`src/rtl/ps2_command_tx.sv`:
```
// rtl/ps2_command_tx.sv - PS/2 host-to-device command byte transmitter
module ps2_command_tx #(
    parameter int CLK_INHIBIT_CYCLES   = 5000,
    parameter int START_TIMEOUT_CYCLES = 750000,
    parameter int BIT_TIMEOUT_CYCLES   = 100000
) (
    input  logic       clock,
    input  logic       reset,
    input  logic [7:0] command,
    input  logic       send_command,
    input  logic       ps2_clk_in,
    input  logic       ps2_dat_in,
    output logic       ps2_clk_oe,
    output logic       ps2_dat_oe,
    output logic       busy,
    output logic       command_sent,
    output logic       error_timeout,
    output logic       error_no_ack
);
    localparam int MAX_A      = (CLK_INHIBIT_CYCLES > START_TIMEOUT_CYCLES) ? CLK_INHIBIT_CYCLES : START_TIMEOUT_CYCLES;
    localparam int MAX_CYCLES = (MAX_A > BIT_TIMEOUT_CYCLES) ? MAX_A : BIT_TIMEOUT_CYCLES;
    localparam int CW         = (MAX_CYCLES > 1) ? $clog2(MAX_CYCLES) : 1;

    localparam logic [CW-1:0] INHIBIT_LAST = CW'(CLK_INHIBIT_CYCLES - 1);
    localparam logic [CW-1:0] START_LAST   = CW'(START_TIMEOUT_CYCLES - 1);
    localparam logic [CW-1:0] BIT_LAST     = CW'(BIT_TIMEOUT_CYCLES - 1);

    typedef enum logic [2:0] {
        S_IDLE,
        S_INHIBIT,
        S_REQ,
        S_WAIT_START,
        S_SHIFT,
        S_WAIT_ACK,
        S_WAIT_RELEASE,
        S_ERROR
    } state_t;

    state_t        state, state_n;
    logic [CW-1:0] cnt, cnt_n;
    logic [3:0]    bit_idx, bit_idx_n;
    logic [8:0]    frame, frame_n;
    logic          clk_oe_n, dat_oe_n, sent_n, timeout_n, no_ack_n;

    // Synchronizer flops idle high so leaving reset never fakes a falling edge
    logic clk_meta, clk_sync, clk_prev, dat_meta, dat_sync;
    logic clk_fall;

    assign clk_fall = clk_prev & ~clk_sync;

    always_ff @(posedge clock) begin
        if (reset) begin
            clk_meta      <= 1'b1;
            clk_sync      <= 1'b1;
            clk_prev      <= 1'b1;
            dat_meta      <= 1'b1;
            dat_sync      <= 1'b1;
            state         <= S_IDLE;
            cnt           <= '0;
            bit_idx       <= '0;
            frame         <= '0;
            ps2_clk_oe    <= 1'b0;
            ps2_dat_oe    <= 1'b0;
            busy          <= 1'b0;
            command_sent  <= 1'b0;
            error_timeout <= 1'b0;
            error_no_ack  <= 1'b0;
        end else begin
            clk_meta      <= ps2_clk_in;
            clk_sync      <= clk_meta;
            clk_prev      <= clk_sync;
            dat_meta      <= ps2_dat_in;
            dat_sync      <= dat_meta;
            state         <= state_n;
            cnt           <= cnt_n;
            bit_idx       <= bit_idx_n;
            frame         <= frame_n;
            ps2_clk_oe    <= clk_oe_n;
            ps2_dat_oe    <= dat_oe_n;
            busy          <= (state_n != S_IDLE);
            command_sent  <= sent_n;
            error_timeout <= timeout_n;
            error_no_ack  <= no_ack_n;
        end
    end

    // Outputs are computed for the next state and registered alongside it
    always_comb begin
        state_n   = state;
        cnt_n     = cnt;
        bit_idx_n = bit_idx;
        frame_n   = frame;
        clk_oe_n  = 1'b0;
        dat_oe_n  = 1'b0;
        sent_n    = 1'b0;
        timeout_n = 1'b0;
        no_ack_n  = 1'b0;

        case (state)
            S_IDLE: begin
                if (send_command) begin
                    frame_n   = {~^command, command};
                    cnt_n     = '0;
                    bit_idx_n = '0;
                    clk_oe_n  = 1'b1;
                    state_n   = S_INHIBIT;
                end
            end
            S_INHIBIT: begin
                clk_oe_n = 1'b1;
                if (cnt == INHIBIT_LAST) begin
                    cnt_n    = '0;
                    dat_oe_n = 1'b1;
                    state_n  = S_REQ;
                end else begin
                    cnt_n = cnt + CW'(1);
                end
            end
            S_REQ: begin
                dat_oe_n = 1'b1;
                cnt_n    = '0;
                state_n  = S_WAIT_START;
            end
            S_WAIT_START: begin
                dat_oe_n = 1'b1;
                if (clk_fall) begin
                    cnt_n     = '0;
                    bit_idx_n = '0;
                    dat_oe_n  = ~frame[0];
                    state_n   = S_SHIFT;
                end else if (cnt == START_LAST) begin
                    dat_oe_n  = 1'b0;
                    timeout_n = 1'b1;
                    state_n   = S_ERROR;
                end else begin
                    cnt_n = cnt + CW'(1);
                end
            end
            S_SHIFT: begin
                dat_oe_n = ps2_dat_oe;
                if (clk_fall) begin
                    cnt_n = '0;
                    // Parity is on the line when bit_idx reaches 8; the stop bit is a release
                    if (bit_idx == 4'd8) begin
                        dat_oe_n = 1'b0;
                        state_n  = S_WAIT_ACK;
                    end else begin
                        bit_idx_n = bit_idx + 4'd1;
                        dat_oe_n  = ~frame[1];
                        frame_n   = {1'b1, frame[8:1]};
                    end
                end else if (cnt == BIT_LAST) begin
                    dat_oe_n  = 1'b0;
                    timeout_n = 1'b1;
                    state_n   = S_ERROR;
                end else begin
                    cnt_n = cnt + CW'(1);
                end
            end
            S_WAIT_ACK: begin
                if (clk_fall) begin
                    cnt_n = '0;
                    if (dat_sync) begin
                        no_ack_n = 1'b1;
                        state_n  = S_ERROR;
                    end else begin
                        state_n = S_WAIT_RELEASE;
                    end
                end else if (cnt == BIT_LAST) begin
                    timeout_n = 1'b1;
                    state_n   = S_ERROR;
                end else begin
                    cnt_n = cnt + CW'(1);
                end
            end
            S_WAIT_RELEASE: begin
                if (clk_sync && dat_sync) begin
                    sent_n  = 1'b1;
                    state_n = S_IDLE;
                end else if (cnt == BIT_LAST) begin
                    timeout_n = 1'b1;
                    state_n   = S_ERROR;
                end else begin
                    cnt_n = cnt + CW'(1);
                end
            end
            S_ERROR: begin
                cnt_n   = '0;
                state_n = S_IDLE;
            end
            default: begin
                state_n = S_IDLE;
            end
        endcase
    end
endmodule

```
`config.mk`:
```
export PLATFORM = sky130hd
export DESIGN_NAME = ps2_command_tx
export DESIGN_NICKNAME = d
export VERILOG_FILES = /design/src/rtl/ps2_command_tx.sv
export SDC_FILE = /design/constraint.sdc
export NUM_CORES = 1
export LEC_CHECK = 0
export ABC_AREA = 1
export CAP_MARGIN = 20
export CELL_PAD_IN_SITES_DETAIL_PLACEMENT = 1
export CELL_PAD_IN_SITES_GLOBAL_PLACEMENT = 2
export CORE_MARGIN = 2
export CORE_UTILIZATION = 32
export CTS_BUF_LIST = sky130_fd_sc_hd__clkbuf_16
export CTS_CLUSTER_DIAMETER = 150
export DETAILED_ROUTE_END_ITERATION = 8
export PLACE_DENSITY = 0.85
export SETUP_SLACK_MARGIN = 0.05
export SYNTH_ARGS = -nofsm -noshare
export SYNTH_HDL_FRONTEND = slang
export SYNTH_SLANG_ARGS = --single-unit
```
`constraint.sdc`:
```
create_clock -name clock -period 2 [get_ports clock]
set_clock_uncertainty 0.1 [all_clocks]
set_input_delay 0.4 -clock clock [delete_from_list [all_inputs] [get_ports clock]]
set_output_delay 0.4 -clock clock [all_outputs]
set_load 0.1 [all_outputs]
```
==> results of run 1 <==
## registers in the layout, indices dropped and copies added, names as in the netlist, 3 cells and up
signal and flops:
bit_idx 4, frame 9, state 3, cnt 20
## cell type report
class | count | area, µm² | share of cell area (%)
timing repair buffer | 62 | 533 | 12.9
multi-input combinational | 411 | 2100 | 50.8
clock buffer | 5 | 125 | 3.02
inverter | 62 | 238 | 5.74
tap | 133 | 166 | 4.02
clock inverter | 3 | 11.3 | 0.272
sequential | 47 | 962 | 23.2
## cell families after synthesis
| kind of cell | count (synthesis) | share of synthesized area (%) |
|---|---|---|
| simple gates | 327 | 44.3 |
| buf+inv | 82 | 10.2 |
| compound gates | 67 | 11.5 |
| flops | 47 | 29.0 |
| xor+xnor | 14 | 3.79 |
| fa+ha+maj | 3 | 1.16 |
## metrics by stage
stage	area [µm²]	hold WS [ns]	total power [mW]	utilization (%)	setup TNS [ns]
floorplan	3240	0.289	1.18	-	0
global placement	3830	0.292	1.28	39.0	0
detailed placement	3830	0.299	1.29	39.0	-0.0736
CTS	3970	0.314	2.09	40.4	0
global route	4140	0.338	2.17	42.2	-0.0168
finish	4140	0.310	2.09	42.2	0
## worst max path at each step
stage                  to  cells after the start
6_report           cnt[0]                      9
5_1_grt           cnt[13]                     11
4_1_cts            cnt[1]                     10
3_5_place_dp   bit_idx[2]                      9
3_3_place_gp   bit_idx[2]                      9
2_1_floorplan     cnt[16]                     11
## cell usage in the layout (no fill, tap or decap), types with 6 or more instances in the layout
cell type	n
a21oi_1	27
a31oi_1	8
buf_4	47
clkdlybuf4s50_1	12
dfxtp_1	32
dfxtp_2	14
inv_1	54
inv_2	7
nand2_1	141
nand3_1	55
nand4_1	26
nor2_1	63
nor2_2	11
nor3_1	8
o21ai_0	18
xnor2_1	6
xor2_1	7
## worst max-delay path, cell delays in order, from the launching register on
cell and delay, ns:
dfxtp_2 0.45, nand2_1 0.10, buf_4 0.16, nor3_2 0.16
nand3_1 0.20, inv_2 0.11, nand2_1 0.09, nand3_2 0.11
o21ai_0 0.09, a21oi_1 0.16
## layer usage
metal / GRT usage [%] / part of all wire [%] / wire, µm
met5: 0 / 0 / 0
met1: 25.8 / 44 / 5190
met3: 2.68 / 2.7 / 325
met2: 39.8 / 52 / 6120
met4: 6.57 / 2.0 / 237
## where the power goes
part	switching [mW]	internal, mW	leakage (nW)	total [mW]
Sequential	0.0190	0.967	0.391	0.986
Combinational	0.178	0.119	1.30	0.298
Clock	0.350	0.451	0.0701	0.801
Total	0.548	1.54	1.77	2.09
## what timing repair did
item	4_1_cts	5_1_grt
gates cloned	0	0
pin swaps	0	3
setup endpoints to repair	5	37
gates resized for setup	3	51
setup buffers	0	2
==> results.cfg, run 1 <==
[job]
maxCapViolCount = 0

[clock_network]
clock-sinks = 47
numCtsBuffers = 5
cts_root_buf = clkbuf_16
clk_latency_ns = 0.29
cts.clk_slew.worst_paths_ns = 0.06
tritoncts = done
cts_buffer_depth = 2
hold_buffers = 0
htree_levels = 2

[placement]
dp_cells = 713
dpl.hpwl_mm = 9.44
numPortBuffers = 18
place_ws_ns = -0.0337
gp_congestion = 0.906

[yosys]
yosysWarnings = 0
ys_ff_latch = 47
ys_types = 35
synthTopCellsByArea = dfxtp_1, nand2_1, nand3_1
syn_nets = 556
seq_area_frac_synth_pct = 29.0
synth_edf_count = 0
yosysMostFrequentCell = nand2_1
synthArstFlopShare_pct = 0
synthTopCellsByCount = nand2_1, nor2_1, nand3_1
synthCells = 540
synth_ff_type = dfxtp_1
synth_area_leader_cell = dfxtp_1
syn_area_um2 = 3240
post_synth.cell_area_avg_um2 = 6.00
yosysTopAreaCellShare_pct = 29.0

[sta]
setup_ws_ns = 0.168
slew_headroom_pct = 76.0
fin_crit_ns = 1.83
hold_viol = 0
max_freq_ghz = 0.546
slew_viol_final = 0
setup_viol = 0
tightest_slew_ns = 0.359
period_share_pct = 91.6

[global_route]
grt_start_max_net_pins = 28
track_usage_pct = 21.5
grt_pass1_wl_mm = 19.0
grt_overflow = 0
grt_pass1_vias = 3889
grt_antenna_before_repair = 0

[drt]
vias = 3773
dr.pass1.iters = 4
avgRoutedWirePerCell_um = 16.4
routed_wl_mm = 11.9
drtIter0Drc = 147
drc = 0
detail-route-antenna-nets = 0
viasPerCell = 5.22

[hold_path]
min_path_type = reg -> reg
hold_depth = 1
min-delay-start = clk_meta
hold_path_end = clk_sync

[floorplanning]
die_h_um = 105
die-area_um2 = 10900
rows = 36
start_util_pct = 33.0
die_w_um = 105
ios = 19
coreArea_um2 = 9820

[pwr]
power.density_nw_per_um2 = 504
leakage_nw = 1.77
vdd_drop_max_mv = 0.272

[finish]
n_antenna_cell = 0
nFillCells = 1350
final_nets = 605
drive_gt1_share_pct = 19.7
final_cells = 723
syn_to_final_growth_pct = 27.8

[setup_path]
cp_max_fo = 8
startpoint = cnt[10]
r2r_start = cnt[10]
cp.required_ns = 2.11
worst_setup_path_end_kind = flip-flop
cp-start-kind = flip-flop
crit_type = reg -> reg
arrival_ns = 1.94
r2r_slack_ns = 0.17
reg2reg_depth = 9
reg2reg_to = cnt[0]

[run_status]
status = finished clean
Note: power is estimated with default switching activity, not from simulation.
==> run 2: changes to the inputs <==
--- a/config.mk
+++ b/config.mk
@@ -15,7 +15,7 @@
 export CTS_CLUSTER_DIAMETER = 150
 export DETAILED_ROUTE_END_ITERATION = 8
 export PLACE_DENSITY = 0.85
-export SETUP_SLACK_MARGIN = 0.05
+export SETUP_SLACK_MARGIN = 0.3
 export SYNTH_ARGS = -nofsm -noshare
 export SYNTH_HDL_FRONTEND = slang
 export SYNTH_SLANG_ARGS = --single-unit
==> results.cfg, run 2 (synthesized netlist as in run 1, its figures left out) <==
[run_status]
status = finished clean

[finish]
n_antenna_cell = 0
final_common_cell = nand2_1
largest_reg_flops = 20
fin_util_pct = 51.2
top_regs = cnt (20), frame (9), bit_idx (4)
layout_common_cells = nand2_1, buf_4, nor2_1
drive_gt1_share_pct = 38.4
final_nets = 638
syn_to_final_growth_pct = 55.1
regMostFlops = cnt

[sta]
fin_crit_ns = 1.96
period_share_pct = 98.0
tightest_slew_ns = 0.571
max_freq_ghz = 0.510
holdWs_ns = 0.313
slew_viol_final = 0
setup_ws_ns = 0.0392
rsz0062_at_grt = true
hold_viol = 0
setup_viol = 0
slew_headroom_pct = 61.9

[job]
maxCapViolCount = 0

[setup_path]
crit_cells = 11
path_buf_inv = 3
cp_top_family = simple AND/OR/NAND/NOR gates
cp.required_ns = 2.06
max_stage_delay_ns = 0.33
reg2reg_depth = 11
critPathSlowestCell = dfxtp_2
cp-start-kind = flip-flop
crit_type = reg -> reg
cp_cell_sequence = ha_2, buf_6, buf_12, nand2_8, nor2_4, buf_6, nand4_1, nand3_1, nand4_1, nand2_1, a21oi_2
arrival_ns = 2.03
cp_max_fo = 4
worst_setup_path_end_kind = flip-flop

[drt]
detail-route-antenna-nets = 0
vias = 4014
routed_wl_mm = 13.5
viasPerCell = 5.31
drtIter0Drc = 156
dr.pass1.iters = 5
drc = 0
avgRoutedWirePerCell_um = 17.9

[pwr]
power.density_nw_per_um2 = 489
vdd_drop_max_mv = 0.316
leakage_nw = 2.11

[floorplanning]
start_util_pct = 33.0
die_w_um = 105
die_h_um = 105
ios = 19
rows = 36
coreArea_um2 = 9820
die-area_um2 = 10900

[global_route]
grt_start_max_net_pins = 28
grt_overflow = 0
track_usage_pct = 23.3
grt_pass1_vias = 4176
grt_antenna_before_repair = 0
grt_pass1_wl_mm = 20.6

[clock_network]
cts_root_buf = clkbuf_16
numCtsBuffers = 5
tritoncts = done
clock-sinks = 47
cts.clk_slew.worst_paths_ns = 0.07
clk_latency_ns = 0.29
hold_buffers = 0
cts_buffer_depth = 2
htree_levels = 2

[hold_path]
hold_depth = 1
min_path_type = reg -> reg

[placement]
gp_congestion = 0.921
numPortBuffers = 18
place_ws_ns = -0.133
dpl.hpwl_mm = 9.48
[run 2: cell count changes in the layout (fill, tap and decap cells not counted), sizes merged, moves of 2 or more]
cell      delta
clkinv       -3
bufinv       +2
clkinvlp     +3
buf         +29
clkbuf       +3
[run 2: repair_timing]
| action | 4_1_cts | 5_1_grt |
|---|---|---|
| pin swaps | 13 | 48 |
| cloned | 2 | 2 |
| buffers inserted | 3 | 17 |
| gates resized for setup | 68 | 125 |
| setup endpoints to repair | 38 | 39 |
[run 2: final timing paths]
kind	start	endpoint	slack, ns
setup / recovery	cnt[0]	cnt[12]	0.04
hold / removal	dat_meta	dat_sync	0.31
setup reg to reg	cnt[0]	cnt[12]	0.04
hold reg to reg	dat_meta	dat_sync	0.31
[run 2: layer usage]
| layer | part of all wire, % | vias to the layer above | global-route usage [%] |
|---|---|---|---|
| li1 | - | 1930 | - |
| met5 | 0 | - | 0 |
| met4 | 2.6 | 0 | 7.71 |
| met1 | 43 | 1976 | 28.5 |
| met3 | 2.7 | 28 | 2.50 |
| met2 | 52 | 80 | 42.4 |
[run 2: cell type report]
class                   count  area (µm²)
clock buffers               5         125
clock inverters             3        67.6
fillers                  1278        4790
inverters                  62         246
multi-input cells         411        2510
flip-flops and latches     47         981
well taps                 133         166
repair buffers             94         920
repair inverters            1        7.51
[run 2: through the flow]
stage | cells | setup TNS, ns | power, mW | instance area [µm²]
3_3_place_gp | 724 | -1.49 | 1.29 | 3960
2_1_floorplan | 540 | 0 | 1.18 | 3260
6_report | 756 | 0 | 2.46 | 5020
3_5_place_dp | 724 | -2.19 | 1.30 | 3960
4_1_cts | 737 | 0 | 2.42 | 4440
5_1_grt | 756 | -0.324 | 2.54 | 5020
[run 2: power by group]
group | leakage, nW | switching, mW | internal (mW) | total, mW
Sequential | 0.394 | 0.0195 | 0.960 | 0.979
Clock | 0.0900 | 0.374 | 0.716 | 1.09
Combinational | 1.62 | 0.222 | 0.165 | 0.387
==> run 3: changes to the inputs <==
--- a/config.mk
+++ b/config.mk
@@ -11,7 +11,7 @@
 export CELL_PAD_IN_SITES_GLOBAL_PLACEMENT = 2
 export CORE_MARGIN = 2
 export CORE_UTILIZATION = 32
-export CTS_BUF_LIST = sky130_fd_sc_hd__clkbuf_16
+export CTS_BUF_LIST = sky130_fd_sc_hd__clkbuf_4 sky130_fd_sc_hd__clkbuf_8 sky130_fd_sc_hd__clkbuf_16
 export CTS_CLUSTER_DIAMETER = 150
 export DETAILED_ROUTE_END_ITERATION = 8
 export PLACE_DENSITY = 0.85
==> results.cfg, run 3 (synthesized netlist as in run 1, its figures left out) <==
[finish]
final_nets = 633
top_regs = cnt (20), frame (9), bit_idx (4)
final_area_um2 = 4900
final_common_cell = nand2_1
layout_common_cells = nand2_1, buf_4, nor2_1
syn_to_final_growth_pct = 51.3
regMostFlops = cnt
drive_gt1_share_pct = 37.5
final_cells = 751
fin_util_pct = 49.9
n_antenna_cell = 0
largest_reg_flops = 20

[setup_path]
arrival_ns = 2.00
crit_type = reg -> reg
cp.required_ns = 2.09
path_buf_inv = 4
worst_setup_path_end_kind = flip-flop
max_stage_delay_ns = 0.34
cp_top_family = simple AND/OR/NAND/NOR gates
cp_cell_sequence = ha_2, buf_6, nand3_4, buf_12, nor2_4, buf_4, buf_6, nand3_1, nand2_1, nand2_2, o211ai_1, nand3_1, nand2_1, a21oi_2
cp_max_fo = 4
critPathSlowestCell = dfxtp_2
cp-start-kind = flip-flop

[placement]
place_ws_ns = -0.133
dpl.hpwl_mm = 9.48
numPortBuffers = 18
dpl_cell_area_um2 = 3960
gp_congestion = 0.921
dp_cells = 724

[pwr]
p_total_mw = 2.21
power.density_nw_per_um2 = 451
p_sw_uw = 598
swShare_pct = 27.0
leakage_nw = 2.08
combPwrFrac_pct = 17.2
internal_power_mw = 1.61
pwr-share-clk_pct = 38.7
power.share.sequential_pct = 44.1
vdd_drop_max_mv = 0.279

[drt]
drtIter0Drc = 124
routed_wl_mm = 13.3
avgRoutedWirePerCell_um = 17.7
viasPerCell = 5.34
vias = 4008
detail-route-antenna-nets = 0
dr.pass1.iters = 4
drc = 0

[run_status]
status = finished clean

[floorplanning]
start_util_pct = 33.0
die-area_um2 = 10900
coreArea_um2 = 9820
ios = 19
rows = 36
die_w_um = 105
die_h_um = 105

[global_route]
grt_overflow = 0
track_usage_pct = 23.2
grt_pass1_vias = 4099
grt_pass1_wl_mm = 20.4
grt_start_max_net_pins = 28
grt_antenna_before_repair = 0

[clock_network]
numCtsBuffers = 5
hold_buffers = 0
cts.clk_slew.worst_paths_ns = 0.09
cts_root_buf = clkbuf_8
htree_levels = 2
clock-sinks = 47
cts_buffer_depth = 2
clk_latency_ns = 0.31
tritoncts = done

[sta]
period_share_pct = 95.6
max_freq_ghz = 0.523
setup_viol = 0
fin_crit_ns = 1.91
slew_headroom_pct = 58.9
setup_ws_ns = 0.0887
hold_viol = 0
tightest_slew_ns = 0.615
slew_viol_final = 0
rsz0062_at_grt = true

[job]
maxCapViolCount = 0

[hold_path]
min_path_type = reg -> reg
-- run 3: changes by cell type in the layout (fill, tap and decap cells not counted), moves of 3 or more --
| cell | change |
|---|---|
| buf_4 | -3 |
| nor2_2 | -5 |
| nand2_2 | -6 |
| clkbuf_16 | -5 |
| nor2_4 | +3 |
| clkbuf_8 | +5 |
| nand2_1 | +5 |
-- run 3: worst paths after layout --
path         slack, ns  cells past startpoint      from       end
min reg2reg       0.32                      1  dat_meta  dat_sync
max reg2reg       0.09                     14    cnt[0]   cnt[14]
max               0.09                     14    cnt[0]   cnt[14]
min               0.32                      1  dat_meta  dat_sync
-- run 3: through the flow --
step	setup TNS (ns)	hold WS, ns
6_report	0	0.319
5_1_grt	-0.258	0.336
4_1_cts	0	0.325
3_5_place_dp	-2.19	0.300
3_3_place_gp	-1.49	0.292
2_1_floorplan	0	0.289
-- run 3: final cells by class --
cell class	count	area, µm²
clock buffer	5	68.8
multi-input combinational	411	2490
fill	1287	4920
tap	133	166
timing repair buffer	89	863
inverter	62	246
timing repair inverter	1	7.51
clock inverter	3	67.6
sequential	47	988
-- run 3: repair_timing --
action,CTS,global route
gates resized for setup,70,119
pin swaps,12,43
buffers inserted,2,13
setup endpoints to repair,38,39
gates cloned,1,3
hold endpoints to repair,0,0
-- run 3: layer usage --
metal | part of all wire [%] | global-route usage (%)
met1 | 42 | 28.0
met2 | 52 | 43.1
met3 | 3.9 | 2.62
met4 | 2.7 | 6.38
met5 | 0 | 0
-- run 3: worst reg2reg max path: cells and delay by family, from the launching register on --
| family | cells | cell delay [ns] |
|---|---|---|
| fa+ha+maj | 1 | 0.17 |
| simple gates | 7 | 0.56 |
| buf+inv | 4 | 0.47 |
| compound gates | 2 | 0.15 |
| flops | 1 | 0.34 |
-- run 3: power groups by stage --
stage	clock (mW)	combinational, mW	sequential, mW
2_1_floorplan	0	0.148	1.03
6_report	0.856	0.379	0.975
3_3_place_gp	0	0.281	1.00
5_1_grt	0.905	0.409	0.979
4_1_cts	0.872	0.309	0.981
3_5_place_dp	0	0.291	1.01
